--- src/rtl/alu_pkg.sv ---
// Shared ALU definitions: opcode encoding and the issue-register layout used
// by the shared-ALU arbiter.
package alu_pkg;

    localparam int ALUOP_W = 6;

    localparam logic [ALUOP_W-1:0] ALU_ADD  = 6'b100000;
    localparam logic [ALUOP_W-1:0] ALU_ADDU = 6'b100001;
    localparam logic [ALUOP_W-1:0] ALU_SUBU = 6'b100011;
    localparam logic [ALUOP_W-1:0] ALU_SLT  = 6'b101010;
    localparam logic [ALUOP_W-1:0] ALU_SLTU = 6'b101011;
    localparam logic [ALUOP_W-1:0] ALU_AND  = 6'b100100;
    localparam logic [ALUOP_W-1:0] ALU_OR   = 6'b100101;
    localparam logic [ALUOP_W-1:0] ALU_XOR  = 6'b100110;
    localparam logic [ALUOP_W-1:0] ALU_NOR  = 6'b100111;
    localparam logic [ALUOP_W-1:0] ALU_SLL  = 6'b000000;
    localparam logic [ALUOP_W-1:0] ALU_SRL  = 6'b000010;
    localparam logic [ALUOP_W-1:0] ALU_SRA  = 6'b000011;
    localparam logic [ALUOP_W-1:0] ALU_LUI  = 6'b001111;

    // Tag lives outside the struct because its width is a module parameter.
    typedef struct packed {
        logic               valid;
        logic               src;
        logic [ALUOP_W-1:0] aluop;
        logic [31:0]        vsrc1;
        logic [31:0]        vsrc2;
    } issue_t;

endpackage

--- src/rtl/alu.sv ---
// Combinational integer ALU; shifts take their amount from vsrc1[4:0],
// unknown opcodes produce zero.
module alu
    import alu_pkg::*;
(
    input  logic [ALUOP_W-1:0] alu_op,
    input  logic [31:0]        vsrc1,
    input  logic [31:0]        vsrc2,
    output logic [31:0]        alu_result
);

    logic [4:0] sa_s;
    assign sa_s = vsrc1[4:0];

    // Opcode decode and result select.
    always_comb begin
        alu_result = 32'h0000_0000;
        case (alu_op)
            ALU_ADD,
            ALU_ADDU: alu_result = vsrc1 + vsrc2;
            ALU_SUBU: alu_result = vsrc1 - vsrc2;
            ALU_SLT:  alu_result = {31'd0, ($signed(vsrc1) < $signed(vsrc2))};
            ALU_SLTU: alu_result = {31'd0, (vsrc1 < vsrc2)};
            ALU_AND:  alu_result = vsrc1 & vsrc2;
            ALU_OR:   alu_result = vsrc1 | vsrc2;
            ALU_XOR:  alu_result = vsrc1 ^ vsrc2;
            ALU_NOR:  alu_result = ~(vsrc1 | vsrc2);
            ALU_SLL:  alu_result = vsrc2 << sa_s;
            ALU_SRL:  alu_result = vsrc2 >> sa_s;
            ALU_SRA:  alu_result = $unsigned($signed(vsrc2) >>> sa_s);
            ALU_LUI:  alu_result = {vsrc2[15:0], 16'h0000};
            default:  alu_result = 32'h0000_0000;
        endcase
    end

endmodule

--- src/rtl/rr_arb2.sv ---
// Two-way round-robin arbiter; after reset requester 0 wins the first tie.
module rr_arb2 (
    input  logic       clk,
    input  logic       resetn,
    input  logic [1:0] elig,
    output logic [1:0] grant
);

    logic rr_last_r;

    // Grant: a lone eligible requester wins, a tie goes to the one not served last.
    always_comb begin
        grant = 2'b00;
        case (elig)
            2'b01:   grant = 2'b01;
            2'b10:   grant = 2'b10;
            2'b11:   grant = rr_last_r ? 2'b01 : 2'b10;
            default: grant = 2'b00;
        endcase
    end

    // Remember the last granted requester; idle cycles leave it untouched.
    always_ff @(posedge clk or negedge resetn) begin
        if (!resetn) begin
            rr_last_r <= 1'b1;
        end else if (grant[1]) begin
            rr_last_r <= 1'b1;
        end else if (grant[0]) begin
            rr_last_r <= 1'b0;
        end else begin
            rr_last_r <= rr_last_r;
        end
    end

endmodule

--- src/rtl/alu_share_arb.sv ---
// Shares one ALU between two valid/ready requesters: arbitration, one issue
// register, and a one-entry result buffer per requester (accept -> rsp in 2).
module alu_share_arb
    import alu_pkg::*;
#(
    parameter int TAG_W = 4
) (
    input  logic               clk,
    input  logic               resetn,
    input  logic               req0_valid,
    output logic               req0_ready,
    input  logic [ALUOP_W-1:0] req0_aluop,
    input  logic [31:0]        req0_src1,
    input  logic [31:0]        req0_src2,
    input  logic [TAG_W-1:0]   req0_tag,
    output logic               rsp0_valid,
    input  logic               rsp0_ready,
    output logic [31:0]        rsp0_result,
    output logic [TAG_W-1:0]   rsp0_tag,
    input  logic               req1_valid,
    output logic               req1_ready,
    input  logic [ALUOP_W-1:0] req1_aluop,
    input  logic [31:0]        req1_src1,
    input  logic [31:0]        req1_src2,
    input  logic [TAG_W-1:0]   req1_tag,
    output logic               rsp1_valid,
    input  logic               rsp1_ready,
    output logic [31:0]        rsp1_result,
    output logic [TAG_W-1:0]   rsp1_tag
);

    issue_t           s1_r;
    logic [TAG_W-1:0] s1_tag_r;
    logic [1:0]       elig_s;
    logic [1:0]       grant_s;
    logic [1:0]       load_s;
    logic [31:0]      alu_res_s;

    logic             rsp0_valid_r, rsp1_valid_r;
    logic [31:0]      rsp0_result_r, rsp1_result_r;
    logic [TAG_W-1:0] rsp0_tag_r, rsp1_tag_r;

    // A requester may issue only if its op is not already in S1 and its
    // result buffer is empty or draining this cycle; this keeps the buffer
    // free when S1 writes it one cycle later.
    assign elig_s[0] = req0_valid & ~(s1_r.valid & (s1_r.src == 1'b0))
                     & (~rsp0_valid_r | rsp0_ready);
    assign elig_s[1] = req1_valid & ~(s1_r.valid & (s1_r.src == 1'b1))
                     & (~rsp1_valid_r | rsp1_ready);

    rr_arb2 u_arb (
        .clk    (clk),
        .resetn (resetn),
        .elig   (elig_s),
        .grant  (grant_s)
    );

    assign req0_ready = grant_s[0];
    assign req1_ready = grant_s[1];

    // Issue register: capture the granted request, otherwise go idle.
    always_ff @(posedge clk or negedge resetn) begin
        if (!resetn) begin
            s1_r     <= '0;
            s1_tag_r <= '0;
        end else if (grant_s[1]) begin
            s1_r     <= '{valid: 1'b1, src: 1'b1, aluop: req1_aluop,
                          vsrc1: req1_src1, vsrc2: req1_src2};
            s1_tag_r <= req1_tag;
        end else if (grant_s[0]) begin
            s1_r     <= '{valid: 1'b1, src: 1'b0, aluop: req0_aluop,
                          vsrc1: req0_src1, vsrc2: req0_src2};
            s1_tag_r <= req0_tag;
        end else begin
            s1_r.valid <= 1'b0;
        end
    end

    alu u_alu (
        .alu_op     (s1_r.aluop),
        .vsrc1      (s1_r.vsrc1),
        .vsrc2      (s1_r.vsrc2),
        .alu_result (alu_res_s)
    );

    assign load_s[0] = s1_r.valid & (s1_r.src == 1'b0);
    assign load_s[1] = s1_r.valid & (s1_r.src == 1'b1);

    // Result buffers: a new load wins over a drain on the same edge.
    always_ff @(posedge clk or negedge resetn) begin
        if (!resetn) begin
            rsp0_valid_r  <= 1'b0;
            rsp0_result_r <= 32'h0000_0000;
            rsp0_tag_r    <= '0;
            rsp1_valid_r  <= 1'b0;
            rsp1_result_r <= 32'h0000_0000;
            rsp1_tag_r    <= '0;
        end else begin
            if (load_s[0]) begin
                rsp0_valid_r  <= 1'b1;
                rsp0_result_r <= alu_res_s;
                rsp0_tag_r    <= s1_tag_r;
            end else if (rsp0_valid_r & rsp0_ready) begin
                rsp0_valid_r  <= 1'b0;
            end else begin
                rsp0_valid_r  <= rsp0_valid_r;
            end
            if (load_s[1]) begin
                rsp1_valid_r  <= 1'b1;
                rsp1_result_r <= alu_res_s;
                rsp1_tag_r    <= s1_tag_r;
            end else if (rsp1_valid_r & rsp1_ready) begin
                rsp1_valid_r  <= 1'b0;
            end else begin
                rsp1_valid_r  <= rsp1_valid_r;
            end
        end
    end

    assign rsp0_valid  = rsp0_valid_r;
    assign rsp0_result = rsp0_result_r;
    assign rsp0_tag    = rsp0_tag_r;
    assign rsp1_valid  = rsp1_valid_r;
    assign rsp1_result = rsp1_result_r;
    assign rsp1_tag    = rsp1_tag_r;

endmodule
--- config.mk ---
export PLATFORM = sky130hd
export DESIGN_NAME = alu_share_arb
export DESIGN_NICKNAME = d
export VERILOG_FILES = /design/src/rtl/alu_pkg.sv /design/src/rtl/alu.sv /design/src/rtl/rr_arb2.sv /design/src/rtl/alu_share_arb.sv
export SDC_FILE = /design/constraint.sdc
export NUM_CORES = 1
export LEC_CHECK = 0
export CAP_MARGIN = 20
export CELL_PAD_IN_SITES_DETAIL_PLACEMENT = 1
export CELL_PAD_IN_SITES_GLOBAL_PLACEMENT = 1
export CORE_MARGIN = 3
export CORE_UTILIZATION = 42
export CTS_CLUSTER_SIZE = 8
export DETAILED_ROUTE_END_ITERATION = 6
export PLACE_DENSITY_LB_ADDON = 0.1
export SLEW_MARGIN = 10
export SYNTH_ARGS = -nofsm -noshare
export SYNTH_HDL_FRONTEND = slang
export SYNTH_SLANG_ARGS = --single-unit
export TNS_END_PERCENT = 5
--- constraint.sdc ---
create_clock -name clk -period 6.4 [get_ports clk]
set_input_delay 0.64 -clock clk [delete_from_list [all_inputs] [get_ports clk]]
set_output_delay 0.64 -clock clk [all_outputs]
set_load 0.05 [all_outputs]
# Word level (Yosys, flattened, before mapping)
# Index checks and enable logic that the tools add are counted.
[totals] regBits=151 in_bits=154 output_inout_bits=76 wordCells=73
[op_classes] n_addsub=2 order_cmp=2 eq_ne=15 shifts=3 mux=14 bitwise_logic=19 n_reduce_logical=5
[ops] op="$pmux W32 S12" count=1
[ops] op="$mux W72" count=1
[ops] op="$mux W71" count=1
[ops] op="$lt A32 B32 Y1" count=2
[ops] op="$eq A6 B6 Y1 const B" count=9
[ops] op="$add A32 B32 Y32" count=1
[ops] op="$and A32 B32 Y32" count=1
[ops] op="$not A32 Y32" count=1
[ops] op="$or A32 B32 Y32" count=1
[ops] op="$shl A32 B5 Y32" count=1
[ops] op="$shr A32 B5 Y32" count=1
[ops] op="$sshr A32 B5 Y32" count=1
[ops] op="$sub A32 B32 Y32" count=1
[ops] op="$xor A32 B32 Y32" count=1
[ops] op="$eq A6 B2 Y1 const B" count=2
[ops] op="$and A1 B1 Y1" count=8
[ops] op="$mux W4" count=2
[ops] op="$mux W1" count=7
[ops] op="$eq A6 B4 Y1 const B" count=1
[ops] op="$logic_not A6 Y1" count=1
[ops] op="$pmux W2 S3" count=1
[ops] op="$reduce_bool A2 Y1" count=3
[ops] op="$not A1 Y1" count=5
[ops] op="$eq A2 B2 Y1 const B" count=2
[ops] op="other kinds (4)" count=5

# Longest topological paths before layout
# Gate-level depths: netlist (run 1).
[depth] depth_word=9 mapped_depth=15 depth_no_buf=12

# Hierarchy
# Synthesis (run 1) repeated with hierarchy kept, for this count alone.
[unflattened] cells_unflattened=1868 area_unflattened_um2=15484.9
[modules_own_cells] module="alu" n_inst=1 cells_each=1373 area_each_um2=8991.1 seq_area_each_um2=0.0
[modules_own_cells] module="alu_share_arb" n_inst=1 cells_each=489 area_each_um2=6439.9 seq_area_each_um2=3753.6
[modules_own_cells] module="rr_arb2" n_inst=1 cells_each=6 area_each_um2=53.8 seq_area_each_um2=26.3

# Worst setup path after synthesis (run 1)
# OpenSTA, ideal clock, no wires.
[synth_path] kind="reg2reg" startpoint="register s1_r[34] in the netlist's numbering" endpoint="register rsp0_result_r[0] (netlist: rsp0_result[0])" setup_time_ps=130 arrival_time_ps=4272 required_ps=6270 path_slack_ps=1998 stages_incl_launch_ff=16 path_buffers=4 synth_period_minus_slack_ps=4402 path_cell_list="dfrtp_1 -> inv_2 -> clkbuf_1 -> buf_1 -> clkbuf_1 -> ha_1 -> buf_6 -> or3_4 -> a311o_1 -> a211o_2 -> a21oi_4 -> o211ai_2 -> a31o_1 -> or3_1 -> a211oi_2 -> o21ai_1"
[synth_between] elab_chain_len=2 word_cells_on_any_way=6 cone_classes="2 x order compare; 3 x shift; 1 x mux"
[synth_lines] item="start, declared" line="alu_share_arb.sv:32" source="issue_t s1_r;"
[synth_lines] item="start signal, assigned" line="alu_share_arb.sv:67" source="s1_r <= '{valid: 1'b1, src: 1'b1, aluop: req1_aluop,"
[synth_lines] item="start signal, assigned" line="alu_share_arb.sv:71" source="s1_r <= '{valid: 1'b1, src: 1'b0, aluop: req0_aluop,"
[synth_lines] item="$lt A32 B32 Y1 (tied with other cells)" line="alu.sv:23" source="ALU_SLTU: alu_result = {31'd0, (vsrc1 < vsrc2)};"
[synth_lines] item="$pmux W32 S12 *" line="alu.sv:18" source="case (alu_op)"
[synth_lines] item="end signal, assigned" line="alu_share_arb.sv:101" source="rsp0_result_r <= alu_res_s;"
[synth_lines] item="end, declared" line="alu_share_arb.sv:40" source="logic [31:0] rsp0_result_r, rsp1_result_r;"
# Every way passes the cells marked *; elsewhere a longest branch is shown, timed or not.
# A chain may end at the register's enable or synchronous reset.

# Worst setup path in the final report (run 1)
[layout_path] startpoint="register s1_r[32] in the netlist's numbering" endpoint="register rsp1_result_r[20] (netlist: rsp1_result[20])"
[layout_between] elab_chain_len=2 word_cells_on_any_way=6 cone_classes="2 x add/sub; 3 x shift; 1 x mux"
[layout_lines] item="$sub A32 B32 Y32 (tied with other cells)" line="alu.sv:21" source="ALU_SUBU: alu_result = vsrc1 - vsrc2;"
[layout_lines] item="$pmux W32 S12 *" line="alu.sv:18"
[layout_lines] item="end signal, assigned" line="alu_share_arb.sv:110" source="rsp1_result_r <= alu_res_s;"
[layout_lines] item="end, declared" line="alu_share_arb.sv:40"
# Marks and branches as above.

==> results.txt, run 1 <==
Dividing the detail-routed via count by the number of cells gives 6.76. The count of synthesis-stage warnings from yosys is 0. The final setup slack of the worst path came out at 1780 ps. Counting every instance in the synthesized netlist gives 1907.

TritonCTS built the clock tree. The core region is roughly 0.036 sq mm. The highest clock frequency the design can meet came out at 216 MHz.

The worst-case setup slack after placement is 1930 ps. The final hold violation count is 0. The critical path in this run is classified as reg2reg.

The HPWL after detailed placement is 56500 um. In this run, post-CTS repair resized a total of 0 instances. After clock tree synthesis, the clock-pin slew on the worst setup and hold paths is 70 ps. Cells fill 51.7% of the core in the end. Hold repair after CTS inserted 0 buffers. The worst max-slew margin expressed relative to the limit came out at 24.1%. The data required time of the worst path came out at 6710 ps. The number of antenna-violating nets in the routed design came out at 0. The endpoint kind of the worst setup timing path is a flip-flop. The worst hold path class is in2async.

The share of async-settable or async-resettable flops after synthesis is 100%. The via count of the first global-routing pass came out at 17100. The transition time at the pin with the least slew margin came out at 1140 ps. For this run the aggregate overflow at the end of global routing stands at 0. The average wire per standard cell came out at 29.4 um. Clock latency on the worst-skew pair, taken at its later pin, is 460 ps.

The final layout contains about 2300 nets. The floorplan die width is 197 um. The overall die area came out at 0.0388 sq mm. The worst path needs 4620 ps of the cycle, external delays included. CTS placed an instance of clkbuf_16 at the clock tree root. The buffer depth of the longest clock path came out at 2. After detailed routing, the number of remaining DRC violations is 0. The chip height came out at 197 um. The wire length of the first global-routing pass is between 100000 and 150000 um.

Synthesis inferred 151 register bits. The number of violations of the max-capacitance limit is 0. The stage delay of the slowest cell on the critical path came out at 820 ps.

The number of antenna violations at the first check in global routing came out at 5. The max-slew violation count came out at 0. Hold timing on the final database bottoms out at a slack of 7.43 ps. The proportion of layout cells with a drive suffix above 1 is 9.57%. The count of cell instances traversed by the critical path is 13. Along the worst path, the maximum fanout reaches 33. Once the floorplan was initialized, standard cells occupied 42.9% of the core. The post-route fraction of the period consumed by the critical path came out at 72.2%. Row generation in the floorplan step produced 69 rows. The I/O pin total is 230. The most used flip-flop cell after synthesis is dfrtp_1. The number of synthesized flops with an enable pin is 0. The number of clock sinks seen by CTS is 151.

For the worst flop-to-flop path, the logic depth is 13. The first detailed-routing pass took 6 iterations. Setup repair after global routing left no endpoint under its margin.

For this design, the slowest cell found on the critical path is a221oi_1. The violation count after the first detailed-routing iteration came out at around 2200. The count of inserted antenna diode cells is 0. The overall via count from detail_route is 17000.

The family with the most delay on the worst path is compound AO/OA/AOI/OAI gates. The arrival time of the worst setup path is 4930 ps. Counting stages on the worst path, the most repeated cell is o21ai_0. The CTS buffer count came out at 17. Setup violations remaining at the end of the flow were counted as 0.

STA classifies the critical path startpoint as a flip-flop. The clock skew is 9.91 ps. The post-synthesis cell area is roughly 0.015 sq mm.

At the end of routability-driven placement, the weighted congestion stood at 1.02. The flow ran to the end, and the final reports show no timing, DRC or antenna violations. Walking the worst path, the cells encountered are buf_4, inv_1, ha_1, fa_1, or3_4, a311o_1, a211o_2, a21oi_4, o21ai_0, a21boi_0, o311ai_0, a221oi_1, o21ai_0.

The number of distinct library cells after synthesis is 95. The sequential-to-total area share from yosys stat is 24.6%. The post-CTS setup-driven buffer insertion count is 0. The final wirelength is 73900 um. The area added between synthesis and finish came out at 20.5%.

The net count after synthesis came out at 2162. The number of levels the H-tree was split into is 4. Global routing used 37.4% of the available tracks.

After filler insertion, the fill cell instance count of the layout stands at 4288. The maximum number of pins on one net before global-route repair is 73. The count of buffering cells on the critical path with inverters included came out at 2. Input and output buffers added on the ports amount to 229. The sum of negative setup slack is 0 ps. A synthesized cell averages 8.04 sq um.
## cells in the mapped netlist (27+ instances only)
| cell | number | area, sq um |
|---|---|---|
| o21ai_0 | 199 | 996 |
| nand2_1 | 187 | 702 |
| dfrtp_1 | 150 | 3750 |
| nor2_1 | 147 | 552 |
| a21oi_1 | 123 | 616 |
| clkbuf_1 | 110 | 413 |
| inv_1 | 107 | 402 |
| ha_1 | 99 | 1240 |
| a22oi_1 | 92 | 691 |
| mux2i_1 | 60 | 601 |
| mux2_2 | 42 | 473 |
| a211oi_1 | 39 | 293 |
| mux4_2 | 37 | 833 |
| xnor2_1 | 28 | 245 |
| nand3_1 | 27 | 135 |
| nor3_1 | 27 | 135 |
## area by class of cell
class | count | area, sq um | area share [%]
flip-flops and latches | 151 | 3780 | 20.5
inverters | 110 | 413 | 2.23
well taps | 461 | 577 | 3.12
clock inverters | 14 | 155 | 0.840
clock buffers | 18 | 439 | 2.38
multi-input cells | 1489 | 10500 | 57.0
repair buffers | 267 | 2580 | 14.0
## layer usage
layer | vias to the layer above | GRT usage, % | wire length, um
met5 | - | 0 | 15
met4 | 2 | 16.7 | 3630
met3 | 193 | 8.53 | 7440
met2 | 995 | 57.9 | 32900
met1 | 8439 | 50.0 | 29900
li1 | 7333 | - | -
## cells in the final DEF (no fill, tap or decap), types with 37 or more instances in the layout
| cell type | instances |
|---|---|
| nand2_1 | 186 |
| mux4_2 | 37 |
| o21ai_0 | 199 |
| a211oi_1 | 39 |
| ha_1 | 99 |
| mux2i_1 | 60 |
| clkdlybuf4s50_1 | 228 |
| nor2_1 | 146 |
| dfrtp_1 | 147 |
| a22oi_1 | 92 |
| buf_4 | 37 |
| a21oi_1 | 123 |
| mux2_2 | 42 |
| inv_1 | 105 |
## flip-flops by register name, summed over array words and instances, names as in the netlist
| register | count |
|---|---|
| rsp0_result | 32 |
| rsp0_tag | 4 |
| rsp0_valid | 1 |
| rsp1_result | 32 |
| u_arb.rr_last_r | 1 |
| rsp1_tag | 4 |
| rsp1_valid | 1 |
| s1_tag_r | 4 |
| s1_r | 72 |
## logic make-up after synthesis
group | share of synthesized area [%]
fa+ha+maj | 8.34
mux | 12.4
simple gates | 15.2
buf+inv | 6.93
compound gates | 30.3
flops | 24.6
xor+xnor | 2.11
## worst paths after layout
check	start	to	slack, ps
setup / recovery	s1_r[32]	rsp1_result[20]	1780
hold / removal	resetn	rsp0_result[13]	7
setup reg to reg	s1_r[32]	rsp1_result[20]	1780
hold reg to reg	rsp1_result[13]	rsp1_result[13]	480
max in group asynchronous	resetn	s1_r[65]	5090
min in group clk	rsp1_result[13]	rsp1_result[13]	480
## stage by stage
| stage | area, sq um | instances |
|---|---|---|
| after floorplan | 15300 | 1907 |
| after global placement | 17900 | 2477 |
| after detailed placement | 17900 | 2477 |
| after CTS | 18500 | 2509 |
| after global routing | 18500 | 2510 |
| final | 18500 | 2510 |
Power of run 1 is not shown: default switching activity piles up to over one toggle a cycle in this logic, so the estimate is an artifact.
==> inputs of run 2 (changes only) <==
CORE_UTILIZATION = 38   (was 42)
clock period = 4.2 ns   (was 6.4 ns; I/O delays follow)
==> run 2 against run 1 <==
  * Cell count up 5.7%
  * Sequential share of layout area down 0.78 points
  * Critical path depth down 1
  * Clock skew up 7.2 ps
  * Global-route usage down 3.1 points
  * Die area up 10%
  * Register-to-register slack worse by 1700 ps
  * Hold slack better by 470 ps
  * Maximum frequency up 12%
  * Worst setup slack worse by 1700 ps
  * Via count up 0.94%
  * Core utilization down 2.8 points
  * Critical endpoint is now rsp0_result[20]
==> results.txt, run 2 (same netlist as run 1, synthesis figures left out) <==
The count of buffering cells on the critical path with inverters included is 2 (unchanged). The maximum net fanout on the critical path is 9 (-73%). The highest clock frequency the design can meet is 242 MHz (+12%).

The final wirelength was 74900 um (+1.5%). The number of filler instances in the final layout is 4710 (+9.8%). The critical path ends at rsp0_result[20]. The number of resized instances in the post-cts repair step came out at 0 (unchanged).

The clock slew seen by the registers of the worst setup and hold paths came out at 70 ps (about the same). The source-to-sink clock delay at the later pin of the worst-skew pair came out at 470 ps (about the same). The maximum number of pins on one net before global-route repair came out at 89 (+22%).

The CTS buffer count came out at 17 (unchanged). The number of rows in the core area came out at 72 (+4.3%). The half-perimeter wire length of the detailed placement result is 57700 um (+2.1%). The transition time at the pin with the least slew margin is 1090 ps (-43.9 ps). Setup repair after global routing left no endpoint under its margin.

The final core utilization is 48.9% (-2.8 points). The number of placed instances with taps included came out at 2619 (+5.7%). More flip-flops sit in one register than any other, and that register is s1_r. The library cells used most frequently in the layout, excluding fill and tap cells, are clkdlybuf4s50_1 (227), o21ai_0 (199), nand2_1 (186). The worst hold path class is reg2reg. The startpoint identified for the worst register-to-register timing path is s1_r[5]. The post-route non-filler standard cell count was 2653 (+5.7%). The arrival time of the worst setup path came out at 4460 ps (-470 ps).

The detailed-routing iteration count for the pre-antenna-repair pass is 6 (unchanged). The overall via count from detail_route came out at 17100 (+0.94%). The violation count after the first detailed-routing iteration is 1925 (-13%).

The overall die area is 0.0428 sq mm (+10%). By instance count, the cell type seen most on the critical path is o21ai_0. The worst reg2reg path depth is 12 (-1). The final-report setup violation count is 0 (unchanged). In this run the worst setup path begins at s1_r[5].

The clock skew is 17.1 ps (+7.16 ps). The cell at the root of the clock tree is clkbuf_16. The number of antenna violations at the first check in global routing came out at 1 (-4).

The number of antenna-violating nets in the routed design is 0 (unchanged). The family with the most delay on the worst path is compound AO/OA/AOI/OAI gates. The worst setup path is captured at a flip-flop. The I/O pin total came out at 230 (unchanged). The clock tree from TritonCTS is yes.

The slack of the worst reg-to-reg path was 60 ps (-1720 ps). The critical-path cell with the highest stage delay is dfrtp_1. The endpoint identified for the worst register-to-register timing path is rsp0_result[20].

The wire length of the first global-routing pass is 110000 um (+0.11%). The number of flip-flops under the largest register name is 72 (unchanged). The via count of the first global-routing pass came to 16800 (-1.4%).

The proportion of layout cells with a drive suffix above 1 is 13.3% (+3.7 points). The count of input and output buffers is 229 (unchanged). The final net count came out at 2377 (+3.8%). The area growth from synthesis to layout is 25.3%. The number of levels the H-tree was split into is 4 (unchanged). The buffer depth of the longest clock path came out at 2 (unchanged). The sum of negative setup slack came to 0 ps (unchanged). The final hold violation count came out at 0 (unchanged). The last weighted congestion value of the routability-driven placer came out at 1.02 (-0.39%). The max-slew violation count came out at 0 (unchanged). The average wire per standard cell is 28.2 um (-4.0%). Walking the worst path, the cells encountered are inv_1, ha_1, o21a_1, nand2_1, a31oi_1, o21ai_0, o21ai_0, nand2_1, o311ai_0, a221oi_1, buf_4, o21ai_0. The stage delay of the slowest cell on the critical path came out at 770 ps (-50 ps). The floorplan die width came to 207 um (+5.0%). The overall global routing resource usage is 34.3% (-3.1 points). The count of cell instances traversed by the critical path is 12 (-1). The post-route fraction of the period consumed by the critical path was 98.5% (+26 points). The count of inserted antenna diode cells is 0 (unchanged).

The worst max-slew margin expressed relative to the limit came to 26.3% (+2.2 points). The starting density of the core came to 39.0% (-3.9 points). The data required time of the worst path is 4520 ps (-2190 ps).

The worst hold path passes through 2 cells. The core footprint came out at 0.0393 sq mm (+9.9%). Leaving out fill and tap cells, the most frequent cell in the layout is clkdlybuf4s50_1. The number of violations of the max-capacitance limit came out at 0 (unchanged). The minimum clock period is 4140 ps (-483 ps). The post-detailed-route via-to-cell ratio came out at 6.45 (-4.5%). The aggregate global routing overflow is 0 (unchanged). The chip height came out at 207 um (+5.0%). The worst setup path is launched from a flip-flop. The flow ran to the end, and the final reports show no timing, DRC or antenna violations. The startpoint-to-endpoint class of the critical path is reg2reg.

The number of clock sinks seen by CTS came out at 151 (unchanged). The post-route cell area came out at 0.0192 sq mm (+4.0%). The placed standard-cell area came out at 0.0186 sq mm (+4.2%). The remaining design rule violation count came out at 0 (unchanged).
-- run 2: cell count changes in the layout (fill, tap and decap cells not counted), sizes merged --
cell           change
clkbuf             +2
clkdlybuf4s50      -1
buf               +86
clkinv             +2
inv                -4
dlygate4sd3        +1
-- run 2: area by class of cell --
| cell class | count | area, sq um | area share, % |
|---|---|---|---|
| clock buffer | 20 | 457 | 2.38 |
| inverter | 110 | 413 | 2.15 |
| multi-input combinational | 1489 | 10500 | 54.8 |
| tap | 518 | 648 | 3.37 |
| clock inverter | 12 | 116 | 0.605 |
| sequential | 151 | 3780 | 19.7 |
| timing repair buffer | 353 | 3270 | 17.0 |
-- run 2: repair_timing --
action / CTS / global route
setup buffers: 0 / 0
hold buffers: 1 / 0
endpoints found under the hold margin: 30 / 0
-- run 2: worst reg2reg max path, delay by kind of cell, from the launching register on --
kind	cells	cell delay (ps)
AO/OA/AOI/OAI	7	2140
flip-flops	1	770
adder cells (fa/ha/maj)	1	470
buffers and inverters	2	390
AND/OR/NAND/NOR	2	230
-- run 2: per-stage QoR --
stage | hold slack [ps] | worst slack (ps)
2_1_floorplan | 124 | 89.9
3_3_place_gp | 458 | 415
3_5_place_dp | 464 | 324
4_1_cts | 481 | 313
5_1_grt | 504 | 102
6_report | 476 | 62.6
-- run 2: worst min path at each step --
stage / endpoint / slack, ps / startpoint
after global placement: rsp0_result[5] / 460 / resetn
final: rsp1_tag[0] / 480 / rsp1_tag[0]
after floorplan: rsp0_result[0] / 120 / resetn
after global routing: rsp1_tag[3] / 500 / rsp1_tag[3]
after CTS: rsp1_tag[0] / 480 / rsp1_tag[0]
after detailed placement: rsp1_tag[0] / 460 / rsp1_tag[0]
-- run 2: per-layer routing --
layer / track usage, % / share of wire [%]
met1: 46.9 / 42
met2: 52.8 / 44
met4: 14.3 / 4.2
met5: 0 / 0.017
met3: 7.17 / 9.0
Power of run 2 is left out for the same reason.
